`config.mk`:
```
export PLATFORM = sky130hd
export DESIGN_NAME = pipe_stage_reg_flat
export DESIGN_NICKNAME = d
export VERILOG_FILES = /design/src/rtl/pipe_stage_reg_if.sv /design/src/rtl/pipe_stage_reg.sv /design/src/flat_wrapper.sv
export SDC_FILE = /design/constraint.sdc
export NUM_CORES = 1
export LEC_CHECK = 0
export ABC_AREA = 1
export CAP_MARGIN = 15
export CORE_MARGIN = 2
export CORE_UTILIZATION = 51
export CTS_CLUSTER_DIAMETER = 80
export CTS_CLUSTER_SIZE = 16
export DETAILED_ROUTE_END_ITERATION = 8
export PLACE_DENSITY = 0.83
export SLEW_MARGIN = 20
export SYNTH_ARGS = -nofsm -noshare
export SYNTH_HDL_FRONTEND = slang
export SYNTH_SLANG_ARGS = --single-unit
```
`constraint.sdc`:
```
create_clock -name clk -period 3.52 [get_ports clk]
set_input_delay 0.528 -clock clk [delete_from_list [all_inputs] [get_ports clk]]
set_output_delay 0.528 -clock clk [all_outputs]
set_load 0.05 [all_outputs]
```
`src/rtl/pipe_stage_reg_if.sv`:
```
// pipe_stage_reg_if: upstream/downstream valid-ready bus of one pipeline stage register
//   master: producer/consumer side (drives in_*, out_ready)
//   slave : the stage itself (drives in_ready, out_*)
interface pipe_stage_reg_if #(
    parameter int PC_W   = 32,
    parameter int DATA_W = 32
);
    logic              in_valid;
    logic              in_ready;
    logic [PC_W-1:0]   in_pc;
    logic [DATA_W-1:0] in_data;
    logic              out_valid;
    logic              out_ready;
    logic [PC_W-1:0]   out_pc;
    logic [DATA_W-1:0] out_data;
    modport master (output in_valid, in_pc, in_data, out_ready,
                    input  in_ready, out_valid, out_pc, out_data);
    modport slave  (input  in_valid, in_pc, in_data, out_ready,
                    output in_ready, out_valid, out_pc, out_data);
endinterface

```
`src/rtl/pipe_stage_reg.sv`:
```
// pipe_stage_reg: PC/payload pipeline register with 2-entry skid buffer, flush to NOP and saturating stall counter
//   clk, r (sync active-high reset), flush (sync kill of held entries)
//   bus (slave): in_valid/in_ready/in_pc/in_data upstream, out_valid/out_ready/out_pc/out_data downstream
//   full: skid entry occupied; stall_cnt: saturating count of out_valid & ~out_ready cycles
module pipe_stage_reg #(
    parameter int                PC_W    = 32,
    parameter int                DATA_W  = 32,
    parameter logic [DATA_W-1:0] NOP_VAL = DATA_W'(32'h00000013),
    parameter int                CNT_W   = 16
) (
    input  logic             clk,
    input  logic             r,
    input  logic             flush,
    pipe_stage_reg_if.slave  bus,
    output logic             full,
    output logic [CNT_W-1:0] stall_cnt
);
    // encoding is {main_valid, skid_valid}; 2'b01 is unreachable
    typedef enum logic [1:0] {EMPTY = 2'b00, BUSY = 2'b10, FULL = 2'b11} state_t;
    state_t            st, st_n;
    logic [PC_W-1:0]   m_pc, m_pc_n, s_pc, s_pc_n;
    logic [DATA_W-1:0] m_data, m_data_n, s_data, s_data_n;
    logic [CNT_W-1:0]  cnt, cnt_n;
    logic              accept, pop;
    assign bus.in_ready  = ~st[0] & ~flush;
    assign accept        = bus.in_valid & bus.in_ready;
    assign pop           = st[1] & bus.out_ready;
    assign bus.out_valid = st[1];
    assign bus.out_pc    = m_pc;
    assign bus.out_data  = m_data;
    assign full          = st[0];
    assign stall_cnt     = cnt;
    always_comb begin
        st_n     = st;
        m_pc_n   = m_pc;
        m_data_n = m_data;
        s_pc_n   = s_pc;
        s_data_n = s_data;
        cnt_n    = (st[1] & ~bus.out_ready & ~flush & (cnt != '1)) ? cnt + 1'b1 : cnt;
        if (flush) begin
            st_n     = EMPTY;
            m_pc_n   = '0;
            m_data_n = NOP_VAL;
            s_pc_n   = '0;
            s_data_n = NOP_VAL;
        end else if (st == EMPTY) begin
            if (accept) begin
                st_n     = BUSY;
                m_pc_n   = bus.in_pc;
                m_data_n = bus.in_data;
            end
        end else if (st == BUSY) begin
            if (accept & pop) begin
                m_pc_n   = bus.in_pc;
                m_data_n = bus.in_data;
            end else if (accept) begin
                st_n     = FULL;
                s_pc_n   = bus.in_pc;
                s_data_n = bus.in_data;
            end else if (pop) begin
                st_n     = EMPTY;
                m_pc_n   = '0;
                m_data_n = NOP_VAL;
            end
        end else if (pop) begin
            // FULL: older skid entry moves up, never overtaken by new input
            st_n     = BUSY;
            m_pc_n   = s_pc;
            m_data_n = s_data;
            s_pc_n   = '0;
            s_data_n = NOP_VAL;
        end
    end
    always_ff @(posedge clk) begin
        if (r) begin
            st     <= EMPTY;
            m_pc   <= '0;
            m_data <= NOP_VAL;
            s_pc   <= '0;
            s_data <= NOP_VAL;
            cnt    <= '0;
        end else begin
            st     <= st_n;
            m_pc   <= m_pc_n;
            m_data <= m_data_n;
            s_pc   <= s_pc_n;
            s_data <= s_data_n;
            cnt    <= cnt_n;
        end
    end
endmodule

```
`src/flat_wrapper.sv`:
```
// flat-port wrapper written by rule: the top's interface ports become plain ports
module pipe_stage_reg_flat 
#(
    parameter int                PC_W    = 32,
    parameter int                DATA_W  = 32,
    parameter logic [DATA_W-1:0] NOP_VAL = DATA_W'(32'h00000013),
    parameter int                CNT_W   = 16
)
  (clk, r, flush, full, stall_cnt, bus_in_valid, bus_in_pc, bus_in_data, bus_out_ready, bus_in_ready, bus_out_valid, bus_out_pc, bus_out_data);
  pipe_stage_reg_if #(.PC_W(PC_W), .DATA_W(DATA_W)) bus_i ();
  input  logic clk;
  input  logic r;
  input  logic flush;
  output logic full;
  output logic [CNT_W-1:0] stall_cnt;
  input wire logic [$bits(bus_i.in_valid)-1:0] bus_in_valid;
  input wire logic [$bits(bus_i.in_pc)-1:0] bus_in_pc;
  input wire logic [$bits(bus_i.in_data)-1:0] bus_in_data;
  input wire logic [$bits(bus_i.out_ready)-1:0] bus_out_ready;
  output wire logic [$bits(bus_i.in_ready)-1:0] bus_in_ready;
  output wire logic [$bits(bus_i.out_valid)-1:0] bus_out_valid;
  output wire logic [$bits(bus_i.out_pc)-1:0] bus_out_pc;
  output wire logic [$bits(bus_i.out_data)-1:0] bus_out_data;
  assign bus_i.in_valid = bus_in_valid;
  assign bus_i.in_pc = bus_in_pc;
  assign bus_i.in_data = bus_in_data;
  assign bus_i.out_ready = bus_out_ready;
  assign bus_in_ready = bus_i.in_ready;
  assign bus_out_valid = bus_i.out_valid;
  assign bus_out_pc = bus_i.out_pc;
  assign bus_out_data = bus_i.out_data;
  pipe_stage_reg #(.PC_W(PC_W), .DATA_W(DATA_W), .NOP_VAL(NOP_VAL), .CNT_W(CNT_W)) u_core (.clk(clk), .r(r), .flush(flush), .bus(bus_i), .full(full), .stall_cnt(stall_cnt));
endmodule
```
; ---- After elaboration in Yosys (flattened, before gate mapping)
; Index checks and enable logic that the tools add are counted.
[totals]
regBits = 146
inputBits = 69
out_inout_bits = 83
[op_classes]
addsub = 1
eq_ne = 7
n_mux = 25
bitwise = 11
reduce_logical = 9
[op_table]
columns = cell, count
row1 = two-way mux 32 bit, 18
row2 = "adder 16 x 1 -> 16 bit, second input constant", 1
row3 = "inequality test 16 bit, second input constant", 1
row4 = two-way mux 2 bit, 7
row5 = AND reduction 4 bit, 3
row6 = bitwise AND 1 bit, 7
row7 = nonzero test 3 bit, 2
row8 = "inequality test 2 x 1 -> 1 bit, second input constant", 2
row9 = "inequality test 4 bit, second input constant", 1
row10 = inverter 1 bit, 4
row11 = nonzero test 2 bit, 2
row12 = "inequality test 3 x 2 -> 1 bit, second input constant", 1
row13 = "== test 2 bit, second input constant", 1
row14 = logical NOT 2 bit, 1
row15 = "inequality test 2 bit, second input constant", 1
row16 = OR reduction 2 bit, 1

; ---- Logic depth before layout (Yosys ltp)
[depth]
depth_word = 7
ltp_mapped = 9
ltp_nobuf = 9

; ---- Worst setup path before layout
; OpenSTA, ideal clock, no wires.
[synth_timing]
path_kind = flip-flop to flip-flop
startpoint = register u_core.st[0]
endpoint = register u_core.m_data[27] (netlist: u_core.bus.out_data[27])
arrival_ps = 1817
required_ps = 3400
setup_slack_ps = 1583
path_stages_with_launch = 9
path_buffers = 2
synth_period_minus_slack_ps = 1937
path_cell_list = dfxtp_1 > buf_4 > nor2_4 > nand2_2 > o21ai_2 > inv_2 > clkbuf_1 > a21oi_1 > a21oi_1
[synth_via]
elab_chain_cells = 7
elab_cells_between_ends = 14
classes_between = eq/ne: 3 / mux: 3 / bitwise: 4 / reduce/logical: 4
[synth_lines]
columns = element, line_no
row1 = "start, declared", pipe_stage_reg.sv:20  ; state_t st, st_n;
row2 = "start signal, assigned", pipe_stage_reg.sv:83  ; st <= st_n;
row3 = inverter 1 bit (*), pipe_stage_reg.sv:25  ; assign bus.in_ready = ~st[0] & ~flush;
row4 = bitwise AND 1 bit (*), pipe_stage_reg.sv:25
row5 = named net bus_in_ready, flat_wrapper.sv:20  ; output wire logic [$bits(bus_i.in_ready)-1:0] bus_in_ready;
row6 = bitwise AND 1 bit (*), pipe_stage_reg.sv:26  ; assign accept = bus.in_valid & bus.in_ready;
row7 = bitwise AND 1 bit, pipe_stage_reg.sv:53  ; if (accept & pop) begin
row8 = two-way mux 32 bit, pipe_stage_reg.sv:53
row9 = two-way mux 32 bit, pipe_stage_reg.sv:52  ; end else if (st == BUSY) begin
row10 = two-way mux 32 bit, pipe_stage_reg.sv:46  ; end else if (st == EMPTY) begin
row11 = "end signal, assigned", pipe_stage_reg.sv:85  ; m_data <= m_data_n;
row12 = "end, declared", pipe_stage_reg.sv:22  ; logic [DATA_W-1:0] m_data, m_data_n, s_data, s_data_n;
; The timed path passes the listed nets; every way through them passes the cells marked *.
; A chain may end at the register's enable or synchronous reset.

; ---- Final worst setup path
[layout_timing]
startpoint = register u_core.st[0]
endpoint = output port full
[layout_rtl]
columns = element, line_no
row1 = "end, declared", flat_wrapper.sv:14  ; output logic full;
; No word-level cell between the ends.

==> metrics <==
Seq/Total Area, Yosys 0.458; Synth top area share 0.458; Sw Pwr 964 µW; DR WL/cell 15.6 µm; clock skew 0.00864 ns; Post-synth ARST share 0; Power Density 455 mW/mm²; multiplexer share of the synthesized area 0; xor/xnor share of the synthesized area 0.00824; initial core utilization 0.527; Post-synth EDFFs 0; initial DRC count 680; Syn Inst Count 846; Synth Area in Simple Gates 0.141; maximum VDD drop 0.271 mV; CTS buffer count 17; Max Root-Sink Buffers 2; Post-Syn Area 0.00638 mm²; Synth Area in Compound Gates 0.325; slowest stage delay, CP 0.93 ns; fmax 0.365 GHz; largest family of logic cells by synthesized area compound AO/OA/AOI/OAI gates; hold_buf cts 0; Ys Warns 0; Synthesized Nets 916; P_leak 0.00307 µW; leading area contributor after synthesis dfxtp_1; mean area per synthesized cell 7.54 µm²; worst slew pin tran 1.08 ns; nets 1,030; Post-Layout Inst Area 0.00846 mm²; Post-DP Area 0.00791 mm²; largest net degree at the start of global routing 100; I/O pin count 152; vias in the first global route 5,977; CTS sink cnt 146; postcts setup bufs 0; commonest cells in the netlist 164 x a21oi_1, 146 x dfxtp_1, 112 x nand2_1; Arr. time, crit path 2.21 ns; full die area 0.0134 mm²; status complete, no violations; Setup violations, final 0; GRT Residual Overflow 0; Int Power 2880 µW; Top delay family on crit path buffers and inverters; Final Hold Vio Count 0; CP Buf/Inv Count 2; Clk pwr share 0.441; slowest cell on the critical path clkdlybuf4s50_1; Flop pwr share 0.444; most frequent cell after synthesis a21oi_1; P&R area growth vs syn 32.7%; via count 6,505; WS Path Type flip-flop to primary output; combinational group share of total power 0.115; Crit Path Max Fanout 54; crit path cell chain buf_4, clkdlybuf4s50_1; Max-Cap Viols 0; Req. time, crit path 2.99 ns; Die Y 116 µm; dominant cells by area after synthesis dfxtp_1 46%, a21oi_1 13%, o21ai_0 8.1%, nand2_1 6.6%, a22oi_1 5.9%; RSZ-0062 raised after global routing false; first-pass GRT wire length 28.5 mm; layout cells sized above 1 0.0536; Final ANT Viol Nets 0; Worst-path clk slew 0.06 ns; Core Area 0.0121 mm²; port bufs 151; CTS H-tree depth 4; flops & latches, synth 146; CTS tree yes; initial antenna violation count 1; CP endpoint kind primary output; hpwl dp 10.5 mm; Rel. slew slack 0.277; Post-CTS Resized 0; switching share of power 0.251; GP Congestion 0.835; DR vias/cell 5.71; GR Util All Layers 0.266; Root Driver clkbuf_16; HP Class flip-flop to flip-flop; DRT Pass-1 Iters 6; Cell variety after synth 29; post-synthesis adder-cell area fraction 0.00196; drt drc 0; CP Launch Type flip-flop; Pins Over Slew Limit 0; clk_lat worst skew 0.43 ns; Die X-Extent 116 µm; Setup TNS Final 0 ns; Tcrit/Tclk final 0.779; post-route minimum period 2.74 ns; ys flop type dfxtp_1; Cell Rows 40; Detailed Route WL 17.8 mm
## metal layers
| layer | track usage | part of all wire |
|---|---|---|
| met3 | 0.0633 | 0.073 |
| met2 | 0.422 | 0.46 |
| met1 | 0.350 | 0.45 |
| met4 | 0.106 | 0.013 |
| met5 | 0 | 0 |
## worst min-delay path, stage by stage, from the launching register on
cell	delay, ns
dfxtp_1	0.33
a21oi_1	0.06
nand2_1	0.05
## layout make-up
cell class                      count  area [µm²]
Fill cell                        1039        3650
Multi-Input combinational cell    602        3060
Sequential cell                   146        2920
Timing Repair Buffer              162        1610
Clock buffer                       24         492
Tap cell                          168         210
Inverter                           31         116
Clock inverter                      6        55.1
Antenna cell                        1        2.50
## power by group through the flow
| stage | clock network, µW | registers [µW] | logic [µW] |
|---|---|---|---|
| 5_1_grt | 1800 | 1710 | 472 |
| 6_report | 1700 | 1710 | 443 |
| 3_5_place_dp | 0 | 1740 | 439 |
| 4_1_cts | 1710 | 1710 | 442 |
| 3_3_place_gp | 0 | 1740 | 435 |
| 2_1_floorplan | 0 | 1840 | 141 |
## state kept, by name, indices dropped and copies added, names as in the netlist
| register | cells |
|---|---|
| u_core.bus.out_data | 32 |
| u_core.bus.out_pc | 32 |
| u_core.s_data | 32 |
| u_core.s_pc | 32 |
| u_core.stall_cnt | 16 |
| u_core.st | 2 |
## worst paths after layout
check / startpoint / end / slack (ns) / depth (start not counted)
min reg2reg: u_core.s_data[1]$_SDFFE_PP1P_ / u_core.s_data[1]$_SDFFE_PP1P_ / 0.46 / 2
max reg2reg: u_core.st[0]$_SDFFE_PP0P_ / u_core.s_pc[25]$_SDFFE_PP0P_ / 1.14 / 7
max: u_core.st[0]$_SDFFE_PP0P_ / full / 0.78 / 2
min: u_core.s_data[1]$_SDFFE_PP1P_ / u_core.s_data[1]$_SDFFE_PP1P_ / 0.46 / 2
## through the flow
step	setup slack (ns)	std cells	total power [µW]	util	hold slack [ns]
3_3_place_gp	0.939	1109	2180	0.653	0.443
4_1_cts	0.754	1139	3860	0.698	0.465
5_1_grt	0.694	1139	3980	0.698	0.497
6_report	0.780	1140	3850	0.699	0.463
2_1_floorplan	1.58	846	1980	-	0.434
3_5_place_dp	0.902	1109	2180	0.653	0.451
## cell families after synthesis
kind of cell	Yosys count
compound gates	372
simple gates	223
flops	146
buf+inv	98
xor+xnor	6
fa+ha+maj	1
## cell usage in the layout, fill, tap and decap left out, types with 2 or more instances in the layout
cell type / count
nor3_1: 2
nand2_1: 112
xor2_1: 4
o21ai_0: 103
a21oi_1: 164
inv_1: 27
nand4_1: 5
a22oi_1: 50
buf_4: 10
clkbuf_8: 4
nor2_2: 2
nor2_4: 4
o21bai_1: 3
nand3_1: 11
nor2_1: 85
o22ai_1: 3
xnor2_1: 2
clkinv_2: 5
clkbuf_1: 3
dfxtp_1: 145
a211oi_1: 27
clkbuf_16: 17
inv_2: 4
clkdlybuf4s50_1: 151
o21ai_1: 19
Note: power is estimated with default switching activity, not from simulation.
